==> src/rtl/icache_miss_merge.sv <==
// Outstanding-refill table for the cluster icache: merges misses to the same
// line, issues one refill per line and broadcasts the returned line to all waiters.
module icache_miss_merge #(
  parameter int NumCores = 4,
  parameter int NumEntries = 4,
  parameter int AddrWidth = 32,
  parameter int LineWidth = 128,
  localparam int CoreIdWidth = (NumCores > 1) ? $clog2(NumCores) : 1,
  localparam int IdWidth = (NumEntries > 1) ? $clog2(NumEntries) : 1
) (
  input  logic                   clk_i,
  input  logic                   rst_i,
  input  logic                   flush_i,
  input  logic [AddrWidth-1:0]   req_addr_i,
  input  logic [CoreIdWidth-1:0] req_core_i,
  input  logic                   req_valid_i,
  output logic                   req_ready_o,
  output logic [AddrWidth-1:0]   refill_addr_o,
  output logic [IdWidth-1:0]     refill_id_o,
  output logic                   refill_valid_o,
  input  logic                   refill_ready_i,
  input  logic [IdWidth-1:0]     rsp_id_i,
  input  logic [LineWidth-1:0]   rsp_data_i,
  input  logic                   rsp_valid_i,
  output logic [NumCores-1:0]    core_rsp_valid_o,
  output logic [AddrWidth-1:0]   core_rsp_addr_o,
  output logic [LineWidth-1:0]   core_rsp_data_o,
  output logic                   busy_o
);

  logic [NumEntries-1:0] valid_q, valid_d;
  logic [NumEntries-1:0] issued_q, issued_d;
  logic [AddrWidth-1:0]  addr_q [NumEntries];
  logic [AddrWidth-1:0]  addr_d [NumEntries];
  logic [NumCores-1:0]   wait_q [NumEntries];
  logic [NumCores-1:0]   wait_d [NumEntries];
  logic                  lock_q, lock_d;
  logic [IdWidth-1:0]    lock_id_q, lock_id_d;
  logic [NumCores-1:0]   core_rsp_valid_q, core_rsp_valid_d;
  logic [AddrWidth-1:0]  core_rsp_addr_q, core_rsp_addr_d;
  logic [LineWidth-1:0]  core_rsp_data_q, core_rsp_data_d;

  logic [NumEntries-1:0] hit_vec;
  logic                  hit_any, free_any, pend_any;
  logic [IdWidth-1:0]    hit_idx, free_idx, pend_idx, pres_idx;
  logic [NumCores-1:0]   req_oh;
  logic                  req_acc, rsp_ok, rsp_hit, hs;

  // Descending scan leaves the lowest matching index in each *_idx.
  always_comb begin
    hit_vec  = '0;
    hit_idx  = '0;
    free_idx = '0;
    pend_idx = '0;
    for (int i = NumEntries - 1; i >= 0; i--) begin
      hit_vec[i] = valid_q[i] && (addr_q[i] == req_addr_i);
      if (hit_vec[i]) hit_idx = IdWidth'(i);
      if (!valid_q[i]) free_idx = IdWidth'(i);
      if (valid_q[i] && !issued_q[i]) pend_idx = IdWidth'(i);
    end
  end

  assign hit_any  = |hit_vec;
  assign free_any = ~&valid_q;
  assign pend_any = |(valid_q & ~issued_q);

  assign req_ready_o = !flush_i && (hit_any || free_any);
  assign req_oh      = NumCores'(1) << req_core_i;
  assign req_acc     = req_valid_i && req_ready_o;

  // A presented entry stays on the port until accepted.
  assign pres_idx       = lock_q ? lock_id_q : pend_idx;
  assign refill_valid_o = lock_q || pend_any;
  assign refill_addr_o  = addr_q[pres_idx];
  assign refill_id_o    = pres_idx;
  assign hs             = refill_valid_o && refill_ready_i;

  assign rsp_ok  = rsp_valid_i && valid_q[rsp_id_i] && issued_q[rsp_id_i];
  assign rsp_hit = req_acc && hit_any && rsp_ok && (hit_idx == rsp_id_i);

  always_comb begin
    valid_d          = valid_q;
    issued_d         = issued_q;
    addr_d           = addr_q;
    wait_d           = wait_q;
    lock_d           = refill_valid_o && !refill_ready_i;
    lock_id_d        = pres_idx;
    core_rsp_valid_d = '0;
    core_rsp_addr_d  = core_rsp_addr_q;
    core_rsp_data_d  = core_rsp_data_q;
    if (flush_i) begin
      for (int i = 0; i < NumEntries; i++) begin
        wait_d[i] = '0;
        if (!issued_q[i] && !(refill_valid_o && pres_idx == IdWidth'(i)))
          valid_d[i] = 1'b0;
      end
    end
    if (hs) issued_d[pres_idx] = 1'b1;
    if (rsp_ok) begin
      valid_d[rsp_id_i]  = 1'b0;
      issued_d[rsp_id_i] = 1'b0;
      wait_d[rsp_id_i]   = '0;
      core_rsp_valid_d   = wait_q[rsp_id_i] | (rsp_hit ? req_oh : '0);
      core_rsp_addr_d    = addr_q[rsp_id_i];
      core_rsp_data_d    = rsp_data_i;
    end
    if (req_acc) begin
      if (hit_any) begin
        if (!rsp_hit) wait_d[hit_idx] = wait_q[hit_idx] | req_oh;
      end else begin
        valid_d[free_idx]  = 1'b1;
        issued_d[free_idx] = 1'b0;
        addr_d[free_idx]   = req_addr_i;
        wait_d[free_idx]   = req_oh;
      end
    end
    if (flush_i) core_rsp_valid_d = '0;
  end

  always_ff @(posedge clk_i or posedge rst_i) begin
    if (rst_i) begin
      valid_q          <= '0;
      issued_q         <= '0;
      lock_q           <= 1'b0;
      lock_id_q        <= '0;
      core_rsp_valid_q <= '0;
      core_rsp_addr_q  <= '0;
      core_rsp_data_q  <= '0;
      for (int i = 0; i < NumEntries; i++) begin
        addr_q[i] <= '0;
        wait_q[i] <= '0;
      end
    end else begin
      valid_q          <= valid_d;
      issued_q         <= issued_d;
      addr_q           <= addr_d;
      wait_q           <= wait_d;
      lock_q           <= lock_d;
      lock_id_q        <= lock_id_d;
      core_rsp_valid_q <= core_rsp_valid_d;
      core_rsp_addr_q  <= core_rsp_addr_d;
      core_rsp_data_q  <= core_rsp_data_d;
    end
  end

  assign core_rsp_valid_o = core_rsp_valid_q;
  assign core_rsp_addr_o  = core_rsp_addr_q;
  assign core_rsp_data_o  = core_rsp_data_q;
  assign busy_o           = |valid_q;

`ifndef SYNTHESIS
  // Responses must target an entry whose refill was actually issued.
  rsp_target_ok: assert property (@(posedge clk_i) disable iff (rst_i)
    rsp_valid_i |-> (valid_q[rsp_id_i] && issued_q[rsp_id_i]));
`endif

endmodule
==> config.mk <==
export PLATFORM = sky130hd
export DESIGN_NAME = icache_miss_merge
export DESIGN_NICKNAME = d
export VERILOG_FILES = /design/src/rtl/icache_miss_merge.sv
export SDC_FILE = /design/constraint.sdc
export NUM_CORES = 1
export LEC_CHECK = 0
export CORE_ASPECT_RATIO = 0.8
export CORE_MARGIN = 2
export CORE_UTILIZATION = 55
export CTS_CLUSTER_SIZE = 8
export DETAILED_ROUTE_END_ITERATION = 12
export GPL_ROUTABILITY_DRIVEN = 0
export GPL_TIMING_DRIVEN = 0
export PLACE_DENSITY = 0.87
export REMOVE_ABC_BUFFERS = 1
export SYNTH_ARGS = -nofsm -noshare
export SYNTH_HDL_FRONTEND = slang
export SYNTH_SLANG_ARGS = --single-unit
==> constraint.sdc <==
create_clock -name clk_i -period 17.75 [get_ports clk_i]
set_input_delay 3.55 -clock clk_i [delete_from_list [all_inputs] [get_ports clk_i]]
set_output_delay 3.55 -clock clk_i [all_outputs]
set_load 0.02 [all_outputs]
==> results.ini, run 1 <==
[timing]
rsz0062_at_grt = false
setup_viol = 0
hold-worst-slack_ns = 0.4688
tightestPinTransition_ns = 1.003
period_minus_slack_ns = 10.96
relSlewSlack_pct = 33.02
slew_violations = 0
skew_ns = 0.02119
finalHoldViolCount = 0
max_freq_mhz = 91.22
post-route-period-util_pct = 61.76

[clock_network]
cts_buffer_depth = 3
tritoncts = yes
clock-sinks = 319
path_clk_slew_ns = 0.05
htreeDepth = 2
clk_latency_ns = 0.55
post_cts_buffers = 0
ctsHoldBuffers = 0
cts-root-buf = clkbuf_16
cts_buffers = 45
ctsResizeCount = 0

[cells_and_area]
fillers = 1757
nets = 2012
area.growth.synth_to_final_pct = 34.31
instances_no_fill = 2228
drive_gt1_share_pct = 14.99
post-route-util_pct = 75.11
fin_area_sq_mm = 0.02130

[logic_synthesis]
synth.avg_cell_area_sq_um = 10.56
syn_area_sq_mm = 0.01586
seq_area_frac_synth_pct = 50.34
synth_edf_count = 0
synthArstFlopShare_pct = 100.0
synth_top_area_share_pct = 50.34
yosys.area.top_type = dfrtp_1
synthFlopType = dfrtp_1
synth_warnings = 0
ys_top_cells_by_area = dfrtp_1 (50%), nand2_1 (12%), mux4_2 (9.7%)
ys_ff_latch = 319
synthDistinctLibCells = 50
synth_cells = 1502

[global_route]
grt_pass1_vias = 13630
antenna_found_initial = 15
grt-ovfl-total = 0
grt_pass1_wl_um = 79120
grt.total_usage_pct = 33.97
grt_max_degree = 104

[placement]
hpwlAfterDp_um = 36170
placed_cell_area_sq_mm = 0.02012
placed_cells_incl_taps = 2165
portBuffers = 370

[die]
die_y_um = 155.9
fp-row-count = 55
start_util_pct = 55.93
num_io_pins = 371
core_sq_mm = 0.02835
die_x_um = 193.8
die_area_sq_mm = 0.03021

[routing]
wire_per_inst_um = 23.20
route.detailed.drc = 0
ant_nets = 0
dr.first_iter.drc_count = 1381
viasPerCell = 5.998
wl_um = 51690
firstDrtPassIters = 6
via_count = 13360

[setup_path]
path_delay_family = simple AND/OR/NAND/NOR gates
cp_max_fo = 8
slowest_delay_ns = 0.78
worstSetupPathType = in -> out
crit_arrival_ns = 7.41
path_buf_inv = 2
worstSetupStartpointType = primary input
crit_chain = clkdlybuf4s50_1 > xor2_1 > nor4_1 > nand4_1 > or4_1 > nand4_1 > or3_1 > and2_1 > clkdlybuf4s50_1
worstPathRequired_ns = 14.20
cp-end-kind = output port
crit_slowest_cell = clkdlybuf4s50_1

[power_and_ir_drop]
peakVddDrop_v = 0.0001403
p_per_area_mw_per_mm2 = 163.4
leakage_uw = 0.009529

[hold_path]
hold_path_class = reg -> reg

[status]
status = finished, final reports clean

[flow_run]
cap_violations = 0

-- cells in the mapped netlist, drive strengths merged (2+ instances only) --
cell	instances
o21ai	21
a311oi	4
inv	28
a21o	7
a21oi	11
a221o	8
and2	8
nor3	24
a22o	7
buf	38
mux4	68
nor2b	4
mux2i	3
a22oi	4
xnor2	66
o211ai	2
nand2b	9
nand4	21
clkbuf	71
nor4	14
a211o	4
a32o	2
nand3	19
nor2	27
xor2	56
o221ai	9
nand2	507
o22ai	3
mux2	117
or4	4
nand3b	2
a31oi	5
dfrtp	319
-- registers in the layout (all words and copies together), names as in the netlist --
name / flops
lock_q: 1
core_rsp_valid_o: 4
core_rsp_data_o: 128
core_rsp_addr_o: 32
addr_q: 128
wait_q: 16
lock_id_q: 2
valid_q: 4
issued_q: 4
-- cells in the final DEF, fill, tap and decap left out, types with 3 or more instances in the layout --
| master | n |
|---|---|
| nand2_1 | 507 |
| clkdlybuf4s50_1 | 368 |
| dfrtp_1 | 319 |
| mux2_2 | 117 |
| mux4_2 | 68 |
| xnor2_1 | 66 |
| xor2_1 | 56 |
| clkbuf_16 | 45 |
| nor2_1 | 27 |
| inv_1 | 27 |
| nand4_1 | 21 |
| nor3_1 | 21 |
| nand3_1 | 18 |
| o21ai_0 | 18 |
| diode_2 | 17 |
| nor4_1 | 14 |
| buf_4 | 12 |
| a21oi_1 | 11 |
| buf_16 | 10 |
| nand2b_1 | 9 |
| o221ai_1 | 9 |
| and2_1 | 8 |
| a221o_1 | 8 |
| a21o_1 | 7 |
| a22o_1 | 6 |
| a31oi_1 | 5 |
| nor2b_1 | 4 |
| a211o_1 | 4 |
| buf_8 | 4 |
| buf_6 | 4 |
| o22ai_1 | 3 |
| mux2i_1 | 3 |
| a311oi_1 | 3 |
| a22oi_1 | 3 |
| buf_12 | 3 |
-- layout make-up --
class / instances / area, sq um / area share [%]
multi-input cells: 1046 / 7347 / 34.50
inverters: 28 / 112.6 / 0.5288
repair buffers: 402 / 4219 / 19.81
flip-flops and latches: 319 / 7983 / 37.48
well taps: 370 / 462.9 / 2.174
diodes: 17 / 42.54 / 0.1998
clock buffers: 46 / 1130 / 5.305
-- path summary, 6_finish.rpt --
path | cells after the start | end | start | slack [ns]
worst max-delay path | 9 | req_ready_o | req_addr_i[31] | 6.79
worst min-delay path | 2 | core_rsp_addr_o[25]$_DFFE_PP0P_ | core_rsp_addr_o[25]$_DFFE_PP0P_ | 0.47
worst max register to register | 11 | addr_q[22]$_DFFE_PP0P_ | addr_q[127]$_DFFE_PP0P_ | 13.22
worst min register to register | 2 | core_rsp_addr_o[25]$_DFFE_PP0P_ | core_rsp_addr_o[25]$_DFFE_PP0P_ | 0.47
max in group asynchronous | 3 | core_rsp_data_o[39]$_DFFE_PP0P_ | rst_i | 13.40
min in group asynchronous | 2 | core_rsp_data_o[93]$_DFFE_PP0P_ | rst_i | 3.47
-- power breakdown --
group / switching [uW] / total (uW) / internal [uW]
logic: 748 / 1500 / 754
registers: 242 / 1230 / 990
clock network: 303 / 745 / 442
-- worst min-delay path, stage by stage, from the launching register on --
cell,delay [ns]
dfrtp_1,0.34
nand2_1,0.05
nand2_1,0.05
-- layer usage --
| metal | up-vias | wire length [um] | track usage (%) |
|---|---|---|---|
| met5 | - | 0 | 0 |
| met4 | 0 | 2975 | 18.65 |
| met3 | 194 | 4792 | 7.436 |
| met2 | 815 | 24740 | 55.10 |
| met1 | 6583 | 19180 | 43.08 |
| li1 | 5771 | - | - |
-- metrics by stage --
step | total power [uW] | worst slack (ns) | TNS [ns]
after global placement | 2651 | -0.8193 | -3.563
final | 3480 | 6.787 | 0
after detailed placement | 2702 | 7.107 | 0
after floorplan | 2009 | 5.372 | 0
after CTS | 3470 | 6.980 | 0
after global routing | 3622 | 6.753 | 0
-- cell families (layout without fill, tap and decap cells) --
logic type | count (synthesis) | after routing | share of synthesized area, %
other cells | 0 | 17 | 0
compound gates | 94 | 94 | 4.466
mux | 188 | 188 | 18.16
xor+xnor | 122 | 122 | 6.739
buf+inv | 137 | 476 | 3.527
simple gates | 642 | 642 | 16.77
flops | 319 | 319 | 50.34
(Power assumes the default switching activity.)
==> run 2: changes to the inputs <==
--- a/config.mk
+++ b/config.mk
@@ -7,12 +7,12 @@
 export LEC_CHECK = 0
 export CORE_ASPECT_RATIO = 0.8
 export CORE_MARGIN = 2
-export CORE_UTILIZATION = 55
+export CORE_UTILIZATION = 46
 export CTS_CLUSTER_SIZE = 8
 export DETAILED_ROUTE_END_ITERATION = 12
 export GPL_ROUTABILITY_DRIVEN = 0
 export GPL_TIMING_DRIVEN = 0
-export PLACE_DENSITY = 0.87
+export PLACE_DENSITY = 0.77
 export REMOVE_ABC_BUFFERS = 1
 export SYNTH_ARGS = -nofsm -noshare
 export SYNTH_HDL_FRONTEND = slang
==> constraint.sdc (replaced) <==
create_clock -name clk_i -period 9.25 [get_ports clk_i]
set_input_delay 1.85 -clock clk_i [delete_from_list [all_inputs] [get_ports clk_i]]
set_output_delay 1.85 -clock clk_i [all_outputs]
set_load 0.02 [all_outputs]
==> run 2 against run 1 <==
Global-route usage fell by 5.0 points; non-clock buffer count shrank 1; register-to-register slack worse by 8.3 ns; utilization fell by 12 points; largest power group unchanged.
==> results.ini, run 2 (synthesized netlist as in run 1, its figures left out) <==
[global_route]
grt.total_usage_pct = 29.00  ; -5.0 points
grt-ovfl-total = 0  ; unchanged
grt_pass1_wl_um = 79160  ; about the same
grt_pass1_vias = 13440  ; -1.4%
grt_max_degree = 120  ; +15%
antenna_found_initial = 19  ; +4

[setup_path]
slowest_delay_ns = 0.76  ; -0.02 ns
cp_max_fo = 8  ; unchanged
crit_chain = clkdlybuf4s50_1 > xor2_1 > nor4_1 > nand4_1 > or4_1 > nand4_1 > or3_1 > and2_1 > clkdlybuf4s50_1
worstSetupStartpointType = primary input
worstSetupPathType = in -> out
crit_slowest_cell = or4_1
worstPathRequired_ns = 7.40  ; -6.80 ns
cp-end-kind = output port
crit_arrival_ns = 5.50  ; -1.91 ns
r2r_slack_ns = 4.89  ; -8.33 ns

[power_and_ir_drop]
leakage_uw = 0.009540  ; +0.11%
peakVddDrop_v = 0.0002369  ; +69%
p_per_area_mw_per_mm2 = 314.0  ; +92%

[timing]
setup_slack_ns = 1.903  ; -4.884 ns
finalHoldViolCount = 0  ; unchanged
post-route-period-util_pct = 79.43
final.setup.tns_ns = 0  ; unchanged
setup_viol = 0  ; unchanged
slew_violations = 0  ; unchanged
relSlewSlack_pct = 34.59  ; +1.6 points
hold-worst-slack_ns = 0.4673  ; -0.001557 ns
max_freq_mhz = 136.1
skew_ns = 0.02315  ; +0.001963 ns
tightestPinTransition_ns = 0.9768  ; -0.02584 ns
rsz0062_at_grt = false
period_minus_slack_ns = 7.347

[clock_network]
cts_buffers = 45  ; unchanged
htreeDepth = 2  ; unchanged
cts_buffer_depth = 3  ; unchanged
path_clk_slew_ns = 0.05  ; about the same
ctsHoldBuffers = 0  ; unchanged
cts-root-buf = clkbuf_16
tritoncts = yes
post_cts_buffers = 0  ; unchanged
clock-sinks = 319  ; unchanged
ctsResizeCount = 0  ; unchanged
clk_latency_ns = 0.55  ; about the same

[routing]
routed.top_layer = met4
via_count = 13180  ; -1.4%
route.detailed.drc = 0  ; unchanged
wl_met3_um = 4899  ; +2.2%
wl_met2_um = 24790  ; +0.21%
wl_met1_um = 20510  ; +6.9%
firstDrtPassIters = 8  ; +2
wire_per_inst_um = 22.83  ; -1.6%
viasPerCell = 5.733  ; -4.4%
wl_um = 52490  ; +1.5%
ant_nets = 0  ; unchanged
dr.first_iter.drc_count = 1264  ; -8.5%

[cells_and_area]
post-route-util_pct = 63.36  ; -12 points
drive_gt1_share_pct = 15.08  ; +0.092 points
layout_common_cells = nand2_1 (507), clkdlybuf4s50_1 (368), dfrtp_1 (319)
area.growth.synth_to_final_pct = 34.99
final_common_cell = nand2_1
fillers = 2564  ; +46%
nets = 2011  ; -0.050%
multi_input_area_sq_mm = 0.007347  ; unchanged
seqCellArea_sq_mm = 0.007983  ; unchanged

[die]
die_area_sq_mm = 0.03598  ; +19%
num_io_pins = 371  ; unchanged
die_y_um = 170.1  ; +9.1%
core_sq_mm = 0.03378  ; +19%
die_x_um = 211.6  ; +9.2%
fp-row-count = 60  ; +9.1%
start_util_pct = 46.94  ; -9.0 points

[placement]
dpl_worst_slack_ns = 2.040  ; -5.067 ns
portBuffers = 370  ; unchanged
hpwlAfterDp_um = 37470  ; +3.6%

[hold_path]
hold_path_class = reg -> reg

[flow_run]
cap_violations = 0  ; unchanged

[status]
status = finished, final reports clean

==> run 2: per-stage QoR <==
stage,total power (uW),cells,area [sq um]
detailed placement,5205,2228,20160
floorplan,3854,1393,15400
finish,6721,2299,21400
global placement,5139,2197,19650
CTS,6720,2277,21350
global route,7025,2295,21390
==> run 2: final cells by class <==
class                           count  area share (%)
Multi-Input combinational cell   1046           34.33
Antenna cell                       22          0.2572
Tap cell                          434           2.537
Clock buffer                       48           5.512
Inverter                           28          0.5261
Sequential cell                   319           37.29
Clock inverter                      1         0.04092
Timing Repair Buffer              401           19.51
==> run 2: path summary, 6_finish.rpt <==
path                                                  from  cells after the start                               to
max                                         req_addr_i[31]                      9                      req_ready_o
max in group asynchronous                            rst_i                      4           addr_q[36]$_DFFE_PP0P_
min in group asynchronous                            rst_i                      2  core_rsp_data_o[74]$_DFFE_PP0P_
min reg2reg                core_rsp_addr_o[16]$_DFFE_PP0P_                      2  core_rsp_addr_o[16]$_DFFE_PP0P_
max reg2reg                        addr_q[127]$_DFFE_PP0P_                     10           addr_q[13]$_DFFE_PP0P_
min                        core_rsp_addr_o[16]$_DFFE_PP0P_                      2  core_rsp_addr_o[16]$_DFFE_PP0P_
==> run 2: per-layer routing <==
metal | vias up | track usage [%]
met5 | - | 0
met4 | 0 | 13.66
met3 | 144 | 7.935
met2 | 685 | 45.85
met1 | 6566 | 37.24
li1 | 5786 | -
==> run 2: worst max-delay path: cells and delay by family <==
kind	cells	cell delay, ns
simple gates	6	2.11
buf+inv	2	1.33
xor+xnor	1	0.21
==> run 2: report_power, final <==
part	switching (uW)	internal, uW
clock	596	886
sequential	458	1900
combinational	1440	1440
total	2490	4230
==> run 3: changes to the inputs <==
--- a/config.mk
+++ b/config.mk
@@ -7,12 +7,12 @@
 export LEC_CHECK = 0
 export CORE_ASPECT_RATIO = 0.8
 export CORE_MARGIN = 2
-export CORE_UTILIZATION = 46
+export CORE_UTILIZATION = 51
 export CTS_CLUSTER_SIZE = 8
 export DETAILED_ROUTE_END_ITERATION = 12
 export GPL_ROUTABILITY_DRIVEN = 0
 export GPL_TIMING_DRIVEN = 0
-export PLACE_DENSITY = 0.77
+export PLACE_DENSITY = 0.81
 export REMOVE_ABC_BUFFERS = 1
 export SYNTH_ARGS = -nofsm -noshare
 export SYNTH_HDL_FRONTEND = slang
==> constraint.sdc (replaced) <==
create_clock -name clk_i -period 7.7 [get_ports clk_i]
set_input_delay 1.54 -clock clk_i [delete_from_list [all_inputs] [get_ports clk_i]]
set_output_delay 1.54 -clock clk_i [all_outputs]
set_load 0.02 [all_outputs]
==> run 3 against run 2 <==
Flip-flop and latch count is the same; clock skew shrank 0.0081 ns; critical path depth is the same; non-clock buffer count grew 1; clock-buffer cell count shrank 1; largest cell class unchanged; highest routed layer is now met5.
==> results.ini, run 3 (synthesized netlist as in run 1, its figures left out) <==
[timing]
period_minus_slack_ns = 6.664
tightestPinTransition_ns = 0.9342  ; -0.04261 ns
max_freq_mhz = 150.1
post-route-period-util_pct = 86.54
setup_viol = 0  ; unchanged
slew_violations = 0  ; unchanged
hold-worst-slack_ns = 0.4709  ; +0.003592 ns
relSlewSlack_pct = 37.52  ; +2.9 points
final.setup.tns_ns = 0  ; unchanged
skew_ns = 0.01507  ; -0.008082 ns
rsz0062_at_grt = false
finalHoldViolCount = 0  ; unchanged

[routing]
wire_per_inst_um = 22.57  ; -1.2%
wl_um = 51220  ; -2.4%
ant_nets = 0  ; unchanged
via_count = 13090  ; -0.71%
dr.first_iter.drc_count = 1091  ; -14%
route.detailed.drc = 0  ; unchanged
firstDrtPassIters = 5  ; -3
viasPerCell = 5.765  ; +0.56%

[die]
die_x_um = 201.1  ; -4.9%
die_y_um = 161.7  ; -4.9%
core_sq_mm = 0.03045  ; -9.9%
start_util_pct = 52.07  ; +5.1 points
die_area_sq_mm = 0.03253  ; -9.6%
fp-row-count = 57  ; -5.0%
num_io_pins = 371  ; unchanged

[cells_and_area]
fillers = 2198  ; -14%
layout_common_cells = nand2_1 (507), clkdlybuf4s50_1 (368), dfrtp_1 (319)
drive_gt1_share_pct = 15.08  ; unchanged
final_common_cell = nand2_1
area.growth.synth_to_final_pct = 34.64
nets = 2012  ; +0.050%

[clock_network]
tritoncts = yes
cts_buffer_depth = 3  ; unchanged
ctsResizeCount = 0  ; unchanged
ctsHoldBuffers = 0  ; unchanged
clk_latency_ns = 0.54  ; about the same
htreeDepth = 2  ; unchanged
path_clk_slew_ns = 0.05  ; about the same
post_cts_buffers = 0  ; unchanged
clock-sinks = 319  ; unchanged
cts-root-buf = clkbuf_16
cts_buffers = 45  ; unchanged

[hold_path]
hold_path_class = reg -> reg

[setup_path]
worstPathRequired_ns = 6.16  ; -1.24 ns
cp_max_fo = 8  ; unchanged
cp-end-kind = output port
worstSetupPathType = in -> out
worstSetupStartpointType = primary input
crit_arrival_ns = 5.12  ; -0.38 ns

[power_and_ir_drop]
peakVddDrop_v = 0.0002771  ; +17%
p_per_area_mw_per_mm2 = 375.2  ; +20%
leakage_uw = 0.009537  ; about the same
power_uw = 8011  ; +19%

[global_route]
grt.total_usage_pct = 31.25  ; +2.3 points
grt_pass1_vias = 13200  ; -1.8%
grt_max_degree = 126  ; +5.0%
antenna_found_initial = 16  ; -3
grt_pass1_wl_um = 77690  ; -1.9%
grt-ovfl-total = 0  ; unchanged

[status]
status = finished, final reports clean

[flow_run]
cap_violations = 0  ; unchanged

[placement]
portBuffers = 370  ; unchanged
hpwlAfterDp_um = 36590  ; -2.4%

run 3: cell count changes in the layout (fill, tap and decap cells not counted), sizes merged:
cell	previous run	this run
diode	22	14
inv	29	28
buf	33	34
clkbuf	48	47
clkinv	0	1
run 3: critical path, cell delays in order:
cell and delay (ns):
clkdlybuf4s50_1 0.60, xor2_1 0.25, nor4_1 0.61, nand4_1 0.18, or4_1 0.75, nand4_1 0.26
or3_1 0.16, and2_1 0.15, clkdlybuf4s50_1 0.61
run 3: worst paths after layout:
check	from	slack, ns	end	cells past startpoint
min in group asynchronous	rst_i	1.52	core_rsp_data_o[108]$_DFFE_PP0P_	2
min	core_rsp_data_o[110]$_DFFE_PP0P_	0.47	core_rsp_data_o[110]$_DFFE_PP0P_	2
max reg2reg	addr_q[127]$_DFFE_PP0P_	3.48	addr_q[10]$_DFFE_PP0P_	10
min reg2reg	core_rsp_data_o[110]$_DFFE_PP0P_	0.47	core_rsp_data_o[110]$_DFFE_PP0P_	2
max	req_addr_i[15]	1.04	req_ready_o	9
max in group asynchronous	rst_i	5.14	addr_q[108]$_DFFE_PP0P_	3
run 3: area by class of cell:
cell class	instances	area, sq um	area share (%)
flip-flops and latches	319	7983	37.39
multi-input cells	1046	7347	34.41
repair buffers	402	4184	19.60
clock buffers	47	1155	5.409
well taps	413	516.7	2.420
inverters	28	112.6	0.5275
diodes	14	35.03	0.1641
clock inverters	1	16.27	0.07619
run 3: stage by stage:
step	setup WS [ns]	utilization (%)	std cells	area [sq um]
floorplan	-2.668	-	1393	15400
global placement	-9.087	64.44	2176	19620
detailed placement	1.134	66.14	2208	20140
CTS	1.111	69.99	2256	21310
global route	0.9756	70.11	2270	21350
finish	1.036	70.11	2270	21350
run 3: power breakdown:
part / switching, uW / total, uW / internal (uW)
sequential: 550 / 2830 / 2280
clock: 691 / 1730 / 1040
combinational: 1700 / 3440 / 1740
total: 2950 / 8010 / 5070
run 3: routing by layer:
| layer | global-route usage (%) | part of all wire (%) | up-vias |
|---|---|---|---|
| met5 | 0 | 0.051 | - |
| met4 | 15.66 | 4.8 | 4 |
| met3 | 6.481 | 8.3 | 140 |
| met2 | 49.80 | 48 | 682 |
| met1 | 41.16 | 39 | 6487 |
| li1 | - | - | 5774 |
